File: src/rtl/i2c_regbus_pkg.sv
// Shared types and constants for the I2C / host register-bus arbiter.
package i2c_regbus_pkg;

  localparam int DEF_ADDR_W = 16;
  localparam int DEF_DATA_W = 32;

  // Read data returned on an aborted (timed-out) access.
  localparam logic [31:0] ABORT_DATA = 32'hDEAD_BEEF;

  typedef enum logic [1:0] {
    ST_IDLE   = 2'd0,
    ST_ACCESS = 2'd1,
    ST_DONE   = 2'd2
  } state_e;

endpackage

File: src/rtl/i2c_regbus_arbiter_capture.sv
// Port-0 strobe edge detection: turns level strobes into one pending request
// and records overruns when a new edge arrives while one is still pending.
module i2c_req_capture
  import i2c_regbus_pkg::*;
#(
  parameter int ADDR_W = DEF_ADDR_W,
  parameter int DATA_W = DEF_DATA_W
) (
  input  logic              clk,
  input  logic              rst_n,
  input  logic [ADDR_W-1:0] m0_addr,
  input  logic              m0_wr_en,
  input  logic              m0_rd_en,
  input  logic [DATA_W-1:0] m0_wdata,
  input  logic              clr,
  output logic              pend0,
  output logic              we0,
  output logic [ADDR_W-1:0] addr0,
  output logic [DATA_W-1:0] wdata0,
  output logic              ovr,
  output logic              cap
);

  logic              wr_prev_q, wr_prev_d;
  logic              rd_prev_q, rd_prev_d;
  logic              pend0_q, pend0_d;
  logic              we0_q, we0_d;
  logic [ADDR_W-1:0] addr0_q, addr0_d;
  logic [DATA_W-1:0] wdata0_q, wdata0_d;
  logic              ovr_q, ovr_d;
  logic              wr_rise, rd_rise;

  always_comb begin
    wr_rise   = m0_wr_en & ~wr_prev_q;
    rd_rise   = m0_rd_en & ~rd_prev_q;
    wr_prev_d = m0_wr_en;
    rd_prev_d = m0_rd_en;
    pend0_d   = pend0_q;
    we0_d     = we0_q;
    addr0_d   = addr0_q;
    wdata0_d  = wdata0_q;
    ovr_d     = ovr_q;
    cap       = (wr_rise | rd_rise) & ~pend0_q;
    // clr only arrives while pend0_q=1, so it never collides with cap.
    if (clr) pend0_d = 1'b0;
    if (cap) begin
      pend0_d  = 1'b1;
      we0_d    = wr_rise;
      addr0_d  = m0_addr;
      wdata0_d = m0_wdata;
    end else if (wr_rise | rd_rise) begin
      ovr_d = 1'b1;
    end
  end

  always_ff @(posedge clk or negedge rst_n) begin
    if (!rst_n) begin
      wr_prev_q <= 1'b0;
      rd_prev_q <= 1'b0;
      pend0_q   <= 1'b0;
      we0_q     <= 1'b0;
      addr0_q   <= '0;
      wdata0_q  <= '0;
      ovr_q     <= 1'b0;
    end else begin
      wr_prev_q <= wr_prev_d;
      rd_prev_q <= rd_prev_d;
      pend0_q   <= pend0_d;
      we0_q     <= we0_d;
      addr0_q   <= addr0_d;
      wdata0_q  <= wdata0_d;
      ovr_q     <= ovr_d;
    end
  end

  assign pend0  = pend0_q;
  assign we0    = we0_q;
  assign addr0  = addr0_q;
  assign wdata0 = wdata0_q;
  assign ovr    = ovr_q;

endmodule

File: src/rtl/i2c_regbus_arbiter.sv
// Round-robin arbiter sharing one ready-handshaked register target between
// the I2C bridge (port 0, level strobes) and a local host (port 1).
module i2c_regbus_arbiter
  import i2c_regbus_pkg::*;
#(
  parameter int ADDR_W  = DEF_ADDR_W,
  parameter int DATA_W  = DEF_DATA_W,
  parameter int TIMEOUT = 15
) (
  input  logic              clk,
  input  logic              rst_n,
  input  logic [ADDR_W-1:0] m0_addr,
  input  logic              m0_wr_en,
  input  logic              m0_rd_en,
  input  logic [DATA_W-1:0] m0_wdata,
  output logic [DATA_W-1:0] m0_rdata,
  output logic              m0_err,
  output logic              m0_ovr,
  input  logic              m1_req,
  input  logic              m1_we,
  input  logic [ADDR_W-1:0] m1_addr,
  input  logic [DATA_W-1:0] m1_wdata,
  output logic              m1_ack,
  output logic [DATA_W-1:0] m1_rdata,
  output logic              m1_err,
  output logic              t_req,
  output logic              t_we,
  output logic [ADDR_W-1:0] t_addr,
  output logic [DATA_W-1:0] t_wdata,
  input  logic              t_ready,
  input  logic [DATA_W-1:0] t_rdata
);

  state_e            state_q, state_d;
  logic              t_req_q, t_req_d;
  logic              t_we_q, t_we_d;
  logic [ADDR_W-1:0] t_addr_q, t_addr_d;
  logic [DATA_W-1:0] t_wdata_q, t_wdata_d;
  logic [DATA_W-1:0] m0_rdata_q, m0_rdata_d;
  logic              m0_err_q, m0_err_d;
  logic              m1_ack_q, m1_ack_d;
  logic [DATA_W-1:0] m1_rdata_q, m1_rdata_d;
  logic              m1_err_q, m1_err_d;
  logic              last_grant_q, last_grant_d;
  logic              owner_q, owner_d;
  logic [7:0]        cnt_q, cnt_d;

  logic              pend0, we0, cap0, clr0, grant;
  logic [ADDR_W-1:0] addr0;
  logic [DATA_W-1:0] wdata0;

  i2c_req_capture #(.ADDR_W(ADDR_W), .DATA_W(DATA_W)) u_cap (
    .clk      (clk),
    .rst_n    (rst_n),
    .m0_addr  (m0_addr),
    .m0_wr_en (m0_wr_en),
    .m0_rd_en (m0_rd_en),
    .m0_wdata (m0_wdata),
    .clr      (clr0),
    .pend0    (pend0),
    .we0      (we0),
    .addr0    (addr0),
    .wdata0   (wdata0),
    .ovr      (m0_ovr),
    .cap      (cap0)
  );

  always_comb begin
    state_d      = state_q;
    t_req_d      = t_req_q;
    t_we_d       = t_we_q;
    t_addr_d     = t_addr_q;
    t_wdata_d    = t_wdata_q;
    m0_rdata_d   = m0_rdata_q;
    m0_err_d     = m0_err_q;
    m1_ack_d     = m1_ack_q;
    m1_rdata_d   = m1_rdata_q;
    m1_err_d     = m1_err_q;
    last_grant_d = last_grant_q;
    owner_d      = owner_q;
    cnt_d        = cnt_q;
    clr0         = 1'b0;
    // On a tie, the port that did not win last time goes next.
    grant        = m1_req ? (pend0 ? ~last_grant_q : 1'b1) : 1'b0;
    if (cap0) m0_err_d = 1'b0;

    case (state_q)
      ST_IDLE: begin
        if (pend0 || m1_req) begin
          state_d      = ST_ACCESS;
          t_req_d      = 1'b1;
          t_we_d       = grant ? m1_we    : we0;
          t_addr_d     = grant ? m1_addr  : addr0;
          t_wdata_d    = grant ? m1_wdata : wdata0;
          cnt_d        = 8'd0;
          owner_d      = grant;
          last_grant_d = grant;
        end
      end
      ST_ACCESS: begin
        if (t_ready) begin
          state_d = ST_DONE;
          t_req_d = 1'b0;
          if (!owner_q) begin
            clr0 = 1'b1;
            if (!t_we_q) m0_rdata_d = t_rdata;
          end else begin
            m1_ack_d   = 1'b1;
            m1_rdata_d = t_we_q ? '0 : t_rdata;
            m1_err_d   = 1'b0;
          end
        end else if (cnt_q == 8'(TIMEOUT - 1)) begin
          state_d = ST_DONE;
          t_req_d = 1'b0;
          if (!owner_q) begin
            clr0     = 1'b1;
            m0_err_d = 1'b1;
            if (!t_we_q) m0_rdata_d = DATA_W'(ABORT_DATA);
          end else begin
            m1_ack_d   = 1'b1;
            m1_err_d   = 1'b1;
            m1_rdata_d = DATA_W'(ABORT_DATA);
          end
        end else begin
          cnt_d = cnt_q + 8'd1;
        end
      end
      ST_DONE: begin
        // Guard cycle: the host sees m1_ack and drops m1_req before IDLE samples it.
        state_d  = ST_IDLE;
        m1_ack_d = 1'b0;
        m1_err_d = 1'b0;
      end
      default: state_d = ST_IDLE;
    endcase
  end

  always_ff @(posedge clk or negedge rst_n) begin
    if (!rst_n) begin
      state_q      <= ST_IDLE;
      t_req_q      <= 1'b0;
      t_we_q       <= 1'b0;
      t_addr_q     <= '0;
      t_wdata_q    <= '0;
      m0_rdata_q   <= '0;
      m0_err_q     <= 1'b0;
      m1_ack_q     <= 1'b0;
      m1_rdata_q   <= '0;
      m1_err_q     <= 1'b0;
      last_grant_q <= 1'b1;
      owner_q      <= 1'b0;
      cnt_q        <= 8'd0;
    end else begin
      state_q      <= state_d;
      t_req_q      <= t_req_d;
      t_we_q       <= t_we_d;
      t_addr_q     <= t_addr_d;
      t_wdata_q    <= t_wdata_d;
      m0_rdata_q   <= m0_rdata_d;
      m0_err_q     <= m0_err_d;
      m1_ack_q     <= m1_ack_d;
      m1_rdata_q   <= m1_rdata_d;
      m1_err_q     <= m1_err_d;
      last_grant_q <= last_grant_d;
      owner_q      <= owner_d;
      cnt_q        <= cnt_d;
    end
  end

  assign t_req    = t_req_q;
  assign t_we     = t_we_q;
  assign t_addr   = t_addr_q;
  assign t_wdata  = t_wdata_q;
  assign m0_rdata = m0_rdata_q;
  assign m0_err   = m0_err_q;
  assign m1_ack   = m1_ack_q;
  assign m1_rdata = m1_rdata_q;
  assign m1_err   = m1_err_q;

endmodule

File: config.mk
export PLATFORM = sky130hd
export DESIGN_NAME = i2c_regbus_arbiter
export DESIGN_NICKNAME = d
export VERILOG_FILES = /design/src/rtl/i2c_regbus_pkg.sv /design/src/rtl/i2c_regbus_arbiter_capture.sv /design/src/rtl/i2c_regbus_arbiter.sv
export SDC_FILE = /design/constraint.sdc
export NUM_CORES = 1
export LEC_CHECK = 0
export BUFFER_PORTS_ARGS = -buffer_cell sky130_fd_sc_hd__buf_2
export CAP_MARGIN = 30
export CORE_UTILIZATION = 38
export DETAILED_ROUTE_END_ITERATION = 8
export PLACE_DENSITY_LB_ADDON = 0.3
export SYNTH_ARGS = -nofsm -noshare
export SYNTH_HDL_FRONTEND = slang
export SYNTH_HIERARCHICAL = 1
export SYNTH_SLANG_ARGS = --single-unit
File: constraint.sdc
create_clock -name clk -period 1.8 [get_ports clk]
set_input_delay 0.54 -clock clk [delete_from_list [all_inputs] [get_ports clk]]
set_output_delay 0.54 -clock clk [all_outputs]
set_load 0.1 [all_outputs]
==> flow_summary_export.csv, run 1 <==
group,metric,value,unit
critical_path,required,1.26,ns
floorplan,coreArea,0.0202,mm²
grt,grt_pass1_wl,29800,µm
critical_path,crit_path_start_kind,"flip-flop",
grt,grt_pass1_vias,5661,
detailed_routing,wire_per_inst,15.9,µm
yosys,synthAdderAreaFrac,0.319,%
timing,layout_min_cycle_time,1.76,ns
critical_path,worstPathArrival,1.22,ns
yosys,synth_edf_count,0,
yosys,synth_seq_area_share,58.1,%
clock_network,clk_pin_slew,0.07,ns
grt,grt_max_degree,68,
detailed_routing,antenna_left,0,
timing,rsz0062_at_grt,"no",
critical_path,slowest_stage,"buf_2",
floorplan,initial_utilization,38.8,%
yosys,ys_seq_elements,182,
clock_network,numCtsBuffers,17,
yosys,syn-cell-area,0.00784,mm²
critical_path,worst-path-buf-inv,1,
finish,area_growth,30.7,%
finish,fin_nets,986,
timing,relSlewSlack,62.1,%
grt,grt_overflow,0,
status,outcome,"finished clean",
yosys,syn_inst,588,
critical_path,slowest_delay,0.43,ns
yosys,synth_compound_area_share,14.7,%
yosys,synth_top_family_by_area,"multiplexers",
placement,place_area,0.00956,mm²
yosys,synth_xor_area_share,0,%
yosys,async_flop_share,100,%
critical_path,endpoint_kind,"output port",
placement,dp_hpwl,12600,µm
critical_path,path_cells,"buf_2",
run,maxCapViolations,0,
floorplan,die_h,146,µm
timing,fin_worst_skew,0.0106,ns
timing,timing_hold_violations_final,0,
grt,grtUsageTotal,17.8,%
finish,stdcell_area,0.0102,mm²
timing,fin_setup_tns,0,ns
clock_network,cts_max_path_buffers,2,
yosys,synth_warnings,6,
placement,portBuffers,252,
floorplan,die-area,0.0212,mm²
grt,antenna_found_initial,1,
detailed_routing,dr.pass1.iters,4,
timing,fmax,567,MHz
detailed_routing,vias,5555,
yosys,synthMuxAreaShare,15.4,%
yosys,synth_nets,725,
clock_network,post_cts_buffers,0,
min_path,hold_class,"in2reg",
clock_network,cts-root-buf,"clkbuf_16",
clock_network,cts_tree,"yes",
timing,finalCritPeriodShare,98.0,%
critical_path,critical_path.top_delay_family,"buffers and inverters",
detailed_routing,vias_per_cell,4.90,
clock_network,clock_latency,0.43,ns
yosys,syn_avg_cell_area,13.3,µm²
placement,place_congestion,0.774,
yosys,synth-simple-area-share,7.79,%
finish,fillers,1804,
timing,tightest_slew,0.565,ns
timing,finalMaxSlewViolations,0,
detailed_routing,drc_errors,0,
clock_network,clock_sinks,182,
finish,drive_above_1_share,45.0,%
yosys,ys.flop_type,"dfrtp_1",
critical_path,path_max_fanout,2,
detailed_routing,routed_wl,18100,µm
yosys,synthDistinctLibCells,47,
floorplan,die_w,146,µm
detailed_routing,drt_first_iter_violations,186,
critical_path,worst-setup-path-type,"reg2out",
floorplan,row_count,52,
floorplan,pin_count,253,
clock_network,h-tree-depth,4,
timing,setup_violations,0,
-- synthesized netlist by cell type (2+ instances only) --
cell type / number / share of area (%)
a21o_1: 2 / 0.19
a21oi_1: 6 / 0.38
a22o_1: 17 / 1.9
a2bb2oi_1: 6 / 0.67
a2bb2oi_2: 20 / 3.8
a31oi_1: 5 / 0.40
and2_1: 3 / 0.24
and3_1: 2 / 0.16
buf_1: 5 / 0.24
buf_12: 4 / 1.0
buf_2: 10 / 0.64
buf_6: 5 / 0.72
clkbuf_1: 12 / 0.57
dfrtp_1: 181 / 58
ha_1: 2 / 0.32
inv_1: 4 / 0.19
mux2_4: 47 / 9.0
mux2i_1: 49 / 6.3
nand2_1: 56 / 2.7
nand2b_1: 26 / 2.1
nand2b_4: 2 / 0.35
nand3_1: 13 / 0.83
nand4_1: 2 / 0.16
nor2_1: 8 / 0.38
o21a_1: 2 / 0.19
o21ai_0: 54 / 3.4
o22a_1: 24 / 2.7
or3_1: 2 / 0.16
-- worst paths after layout --
kind	slack, ns	from	cells after the start	endpoint
min reg2reg	0.48	t_addr[0]	2	t_addr[0]
min	0.28	m0_wr_en	1	u_cap/wr_prev_q
max in group asynchronous	0.68	rst_n	3	last_grant_q
max reg2reg	0.12	cnt_q[0]	7	m1_rdata[1]
max	0.04	m0_rdata[24]	1	m0_rdata[24]
min in group asynchronous	0.52	rst_n	2	m0_rdata[6]
-- routing by layer --
layer  vias up  track usage, %  share of wire [%]
met3        16            5.77                7.3
met4         0            5.53                1.1
met5         -               0                  0
met1      2715            24.9                 47
met2       185            26.3                 45
li1       2639               -                  -
-- flip-flops by register name, summed over array words and instances, names as in the netlist, 2 cells and up --
register,cells
cnt_q,8
m0_rdata,32
m1_rdata,32
state_q,2
t_addr,16
t_wdata,32
u_cap/addr0,16
u_cap/wdata0,32
-- metrics by stage --
stage	utilization, %	std cells	hold WS, ns	setup slack [ns]
CTS	50.1	1132	0.253	0.00143
global route	50.6	1132	0.257	0.0000143
global placement	47.2	1099	0.376	0.102
detailed placement	47.2	1099	0.374	0.0855
finish	50.6	1133	0.279	0.0364
floorplan	-	588	0.244	0.0469
-- cell type report --
class | instances | area [µm²] | area share [%]
flip-flops and latches | 182 | 4560 | 44.5
multi-input cells | 364 | 3020 | 29.5
repair buffers | 280 | 1750 | 17.1
clock buffers | 21 | 440 | 4.30
well taps | 270 | 338 | 3.30
clock inverters | 11 | 118 | 1.15
inverters | 4 | 15.0 | 0.147
diodes | 1 | 2.50 | 0.0244
-- repair_timing --
action                                  4_1_cts  5_1_grt
hold buffers                                  1        0
endpoints found under the hold margin         9        0
gates resized for setup                       8       40
endpoints found under the setup margin        8       40
pin swaps                                     0        0
-- kinds of logic (layout without fill, tap and decap cells) --
group,count (synthesis),in the layout
fa+ha+maj,2,2
other cells,0,1
simple gates,120,120
buf+inv,42,316
flops,182,182
mux,97,97
compound gates,145,145
-- placed cells by master (no fill, tap or decap), types with 24 or more instances in the layout --
master | Yosys | layout
o21ai_0 | 54 | 54
nand2_1 | 56 | 56
clkbuf_4 | 0 | 40
buf_2 | 10 | 202
buf_4 | 1 | 24
dfrtp_1 | 181 | 180
o22a_1 | 24 | 24
mux2_4 | 47 | 47
mux2i_1 | 49 | 49
nand2b_1 | 26 | 26
Power of run 1 is not shown: default switching activity piles up to over one toggle a cycle in this logic, so the estimate is an artifact.
==> run 2, diff against run 1 <==
--- a/config.mk
+++ b/config.mk
@@ -9,8 +9,7 @@
 export CAP_MARGIN = 30
 export CORE_UTILIZATION = 38
 export DETAILED_ROUTE_END_ITERATION = 8
-export PLACE_DENSITY_LB_ADDON = 0.3
+export PLACE_DENSITY_LB_ADDON = 0.05
 export SYNTH_ARGS = -nofsm -noshare
 export SYNTH_HDL_FRONTEND = slang
-export SYNTH_HIERARCHICAL = 1
 export SYNTH_SLANG_ARGS = --single-unit
==> run 2 against run 1 <==
Against the previous run: critical path type is now reg2reg; sequential cell count unchanged; synthesized cell count up 1.4%; non-clock buffer count up 9; the run now ends with setup timing left; cell count up 1.1%; global-route usage up 1.1 points; setup slack worse by 0.087 ns; first-iteration DRC count up 2.2%; count of clock-buffer cells in the layout down 1; critical endpoint is now m1_rdata[30].
==> flow_summary_export.csv, run 2 <==
group,metric,value,unit
yosys,synth_seq_area_share,60.0,%
min_path,hold_class,"in2reg",
clock_network,clk_pin_slew,0.07,ns
yosys,yosysMostFrequentCell,"dfrtp_1",
floorplan,die_w,143,µm
floorplan,die_h,143,µm
critical_path,required,2.15,ns
critical_path,r2r_start,"cnt_q[0]",
yosys,synth_top_family_by_area,"compound AO/OA/AOI/OAI gates",
timing,layout_min_cycle_time,1.85,ns
grt,grt_overflow,0,
yosys,syn-cell-area,0.00759,mm²
detailed_routing,wire_per_inst,16.8,µm
critical_path,slowest_stage,"or4b_4",
yosys,ys.flop_type,"dfrtp_1",
yosys,syn_avg_cell_area,12.7,µm²
floorplan,die-area,0.0205,mm²
floorplan,coreArea,0.0195,mm²
yosys,synth_common_cells,"dfrtp_1, nand2_1, o21ai_0, mux2_2, mux2i_1",
critical_path,cp.depth,7,
timing,timing_hold_violations_final,0,
finish,fillers,1775,
detailed_routing,routed_wl,19200,µm
critical_path,worst-setup-path-type,"reg2reg",
critical_path,slowest_delay,0.49,ns
timing,finalCritPeriodShare,103,%
yosys,synth_warnings,0,
yosys,synth_compound_area_share,14.5,%
yosys,synth_edf_count,0,
finish,area_growth,37.0,%
finish,final_common_cell,"buf_2",
timing,rsz0062_at_grt,"yes",
clock_network,h-tree-depth,4,
detailed_routing,highest_layer,"met4",
timing,finalMaxSlewViolations,0,
clock_network,clock_sinks,182,
finish,fin_nets,1002,
run,maxCapViolations,0,
critical_path,crit_path_start_kind,"flip-flop",
yosys,synthAdderAreaFrac,0.330,%
timing,relSlewSlack,66.2,%
yosys,ys_seq_elements,182,
yosys,syn_inst,596,
clock_network,cts_tree,"yes",
detailed_routing,drt_first_iter_violations,190,
timing,setup_violations,66,
clock_network,cts-root-buf,"clkbuf_16",
critical_path,path_max_fanout,8,
min_path,hold_depth,1,
placement,portBuffers,252,
yosys,synth_top_area_cell,"dfrtp_1",
critical_path,worstPathArrival,2.20,ns
floorplan,initial_utilization,38.9,%
yosys,synth-simple-area-share,8.09,%
timing,fin_worst_skew,0.0124,ns
detailed_routing,wl_met1,8160,µm
finish,final_cells,1146,
detailed_routing,vias_per_cell,4.86,
yosys,async_flop_share,100,%
status,outcome,"finished, violations left",
yosys,synth_top_area_share,59.7,%
critical_path,rr_worst_depth,7,
timing,tightest_slew,0.510,ns
clock_network,numCtsBuffers,17,
clock_network,cts_max_path_buffers,2,
critical_path,critical_path.top_delay_family,"simple AND/OR/NAND/NOR gates",
finish,layout_common_cells,"buf_2, dfrtp_1, nand2_1",
critical_path,path_cells,"inv_1 > ha_1 > or4b_4 > o21bai_4 > and2_4 > buf_12 > a2bb2oi_2",
critical_path,worst-path-buf-inv,2,
yosys,synthMuxAreaShare,13.4,%
detailed_routing,vias,5572,
grt,grt_max_degree,62,
timing,fmax,540,MHz
detailed_routing,dr_wl_met3,1280,µm
detailed_routing,wl_met2,9510,µm
yosys,synth_nets,733,
placement,placedCellCount,1106,
grt,grt_pass1_wl,29900,µm
detailed_routing,drc_errors,0,
placement,dp_hpwl,13700,µm
timing,fin_setup_tns,-1.88,ns
detailed_routing,antenna_left,0,
yosys,synth_area_leaders,"dfrtp_1, mux2_2, mux2i_1",
grt,antenna_found_initial,2,
critical_path,startpoint,"cnt_q[0]",
clock_network,clock_latency,0.43,ns
yosys,synthDistinctLibCells,45,
finish,drive_above_1_share,46.1,%
status,violations,"setup timing",
floorplan,pin_count,253,
grt,grtUsageTotal,19.0,%
placement,place_congestion,0.794,
floorplan,row_count,51,
grt,grt_pass1_vias,5792,
detailed_routing,dr.pass1.iters,4,
timing,fin_ws,-0.0507,ns
critical_path,endpoint_kind,"flip-flop",
min_path,min-delay-start,"m0_wr_en",
yosys,synth_xor_area_share,0.346,%
[run 2: changes by cell type in the layout (fill, tap and decap cells not counted), moves of 9 or more]
| cell | delta |
|---|---|
| a22o_1 | -9 |
| nand2_1 | +12 |
| mux2_2 | +47 |
| buf_2 | -9 |
| clkbuf_4 | +9 |
| mux2_4 | -47 |
[run 2: cell families after synthesis]
logic type                 after synthesis
AOI/OAI and AO/OA                      138
muxes                                   96
buffers and inverters                   47
and+or+nand+nor                        128
xor gates and xnor gates                 3
adders and majority gates                2
DFF                                    182
[run 2: cell type report]
class	instances	area (µm²)	area share, %
sequential	182	4560	43.8
multi-input combinational	367	2860	27.5
timing repair buffer	289	1920	18.5
clock buffer	20	457	4.39
tap	265	332	3.19
clock inverter	12	234	2.25
inverter	8	30.0	0.289
antenna	3	7.51	0.0722
[run 2: final timing paths]
check | end | slack [ns]
max | m1_rdata[30] | -0.05
min | u_cap.wr_prev_q | 0.25
max reg2reg | m1_rdata[30] | -0.05
min reg2reg | t_wdata[5] | 0.48
max in group asynchronous | m0_err | 0.68
min in group asynchronous | m1_rdata[29] | 0.51
[run 2: through the flow]
step | hold WS (ns) | area (µm²) | setup slack [ns] | utilization [%]
4_1_cts | 0.229 | 10200 | -0.0645 | 52.2
6_report | 0.249 | 10400 | -0.0507 | 53.3
3_5_place_dp | 0.389 | 9420 | -0.0827 | 48.3
2_1_floorplan | 0.244 | 7600 | -0.0261 | -
3_3_place_gp | 0.388 | 9420 | -0.0641 | 48.3
5_1_grt | 0.229 | 10400 | -0.146 | 53.2
[run 2: what timing repair did]
action / 4_1_cts / 5_1_grt
pin swaps: 1 / 2
setup buffers: 0 / 1
endpoints found under the hold margin: 12 / 0
setup endpoints to repair: 77 / 121
gates resized for setup: 17 / 56
hold buffers: 1 / 0
gates cloned: 0 / 3
[run 2: layer usage]
| layer | vias to the layer above | track usage (%) |
|---|---|---|
| met3 | 16 | 5.70 |
| met4 | 0 | 7.22 |
| met2 | 177 | 31.6 |
| li1 | 2650 | - |
| met5 | - | 0 |
| met1 | 2729 | 23.1 |
Power of run 2 is left out for the same reason.
==> run 3, diff against run 2 <==
--- a/config.mk
+++ b/config.mk
@@ -5,7 +5,7 @@
 export SDC_FILE = /design/constraint.sdc
 export NUM_CORES = 1
 export LEC_CHECK = 0
-export BUFFER_PORTS_ARGS = -buffer_cell sky130_fd_sc_hd__buf_2
+export BUFFER_PORTS_ARGS = -buffer_cell sky130_fd_sc_hd__buf_4
 export CAP_MARGIN = 30
 export CORE_UTILIZATION = 38
 export DETAILED_ROUTE_END_ITERATION = 8
==> constraint.sdc (replaced) <==
create_clock -name clk -period 2.21 [get_ports clk]
set_input_delay 0.663 -clock clk [delete_from_list [all_inputs] [get_ports clk]]
set_output_delay 0.663 -clock clk [all_outputs]
set_load 0.1 [all_outputs]
==> run 3 against run 2 <==
Against the previous run: the flow now finishes without violations; non-clock buffer count fell by 22; count of clock-buffer cells in the layout down 1; first-iteration DRC count up 15%; fmax is 9.8% lower; core utilization increased by 0.34 points; worst hold slack worse by 0.12 ns; clock skew decreased by 0.0017 ns; die area stayed put; via count is 0.57% lower; critical path type unchanged; critical endpoint is now m1_rdata[0]; largest cell class unchanged.
==> flow_summary_export.csv, run 3 (synthesized netlist as in run 2, its figures left out) <==
group,metric,value,unit
floorplan,pin_count,253,
finish,fin_util,53.6,%
timing,fmax,488,MHz
timing,timing_hold_violations_final,0,
clock_network,holdBufCountCts,0,
detailed_routing,routed_wl,19000,µm
clock_network,ctsResizeCount,0,
run,maxCapViolations,0,
placement,portBuffers,252,
critical_path,required,2.55,ns
floorplan,die_h,143,µm
finish,final_common_cell,"buf_4",
detailed_routing,antenna_left,0,
finish,drive_above_1_share,43.7,%
placement,dp_hpwl,13600,µm
grt,antenna_found_initial,0,
clock_network,cts_max_path_buffers,2,
finish,fin_nets,980,
timing,tightest_slew,0.448,ns
critical_path,crit_path_start_kind,"flip-flop",
floorplan,die-area,0.0205,mm²
clock_network,numCtsBuffers,17,
critical_path,r2r_slack,0.16,ns
min_path,hold_class,"in2async",
floorplan,die_w,143,µm
grt,grt_pass1_wl,29600,µm
clock_network,h-tree-depth,4,
finish,area_growth,37.9,%
timing,layout_min_cycle_time,2.05,ns
critical_path,endpoint_kind,"flip-flop",
placement,pre_cts_ws,0.144,ns
timing,finalMaxSlewViolations,0,
detailed_routing,wire_per_inst,16.9,µm
timing,relSlewSlack,70.1,%
detailed_routing,drc_errors,0,
timing,fin_setup_tns,0,ns
timing,rsz0062_at_grt,"no",
timing,setup_violations,0,
detailed_routing,vias_per_cell,4.94,
critical_path,critical_path.top_delay_family,"simple AND/OR/NAND/NOR gates",
critical_path,path_cells,"inv_1 > ha_1 > or4b_4 > o21bai_4 > and2_1 > buf_12 > a2bb2oi_1",
detailed_routing,dr.pass1.iters,4,
clock_network,clock_latency,0.42,ns
clock_network,clock_sinks,182,
critical_path,slowest_delay,0.50,ns
floorplan,coreArea,0.0195,mm²
status,outcome,"finished clean",
critical_path,slowest_stage,"or4b_4",
critical_path,path_max_fanout,24,
critical_path,worst-path-buf-inv,2,
placement,place_congestion,0.788,
grt,grt_max_degree,67,
clock_network,cts-root-buf,"clkbuf_16",
grt,grt_overflow,0,
grt,grt_pass1_vias,5785,
floorplan,initial_utilization,38.9,%
timing,fin_worst_skew,0.0107,ns
timing,finalCritPeriodShare,92.8,%
grt,grtUsageTotal,18.8,%
finish,layout_common_cells,"buf_4, dfrtp_1, nand2_1",
clock_network,clk_pin_slew,0.07,ns
critical_path,worst-setup-path-type,"reg2reg",
clock_network,post_cts_buffers,0,
floorplan,row_count,51,
critical_path,worstPathArrival,2.39,ns
detailed_routing,drt_first_iter_violations,218,
detailed_routing,vias,5540,
timing,fin_ws,0.159,ns
clock_network,cts_tree,"yes",
==> run 3: cell type report <==
cell class,instances,area (µm²)
multi-input combinational,367,2820
sequential,182,4560
inverter,8,30.0
clock buffer,19,443
clock inverter,13,170
fill,1769,9060
tap,265,332
antenna,1,2.50
timing repair buffer,267,2120
==> run 3: path summary, 6_finish.rpt <==
check / start / cells after the start / to
min: rst_n / 1 / m1_rdata[4]
max in group asynchronous: rst_n / 2 / t_wdata[8]
min reg2reg: u_cap.ovr / 1 / u_cap.ovr
min in group clk: m0_rd_en / 1 / u_cap.rd_prev_q
max reg2reg: cnt_q[0] / 7 / m1_rdata[0]
max: cnt_q[0] / 7 / m1_rdata[0]
==> run 3: stage by stage <==
step	hold WS (ns)	cells	cell area, µm²
global route	0.133	1121	10500
global placement	0.449	1089	9850
CTS	0.125	1121	10500
finish	0.130	1122	10500
floorplan	0.367	596	7590
detailed placement	0.462	1089	9850
==> run 3: metal layers <==
layer  up-vias  GRT usage [%]  routed length [µm]
li1       2602              -                   -
met1      2714           23.4                8040
met2       205           30.1                8870
met3        19           7.03                1820
met4         0           5.94                 233
met5         -              0                   0
Power of run 3 is left out for the same reason.
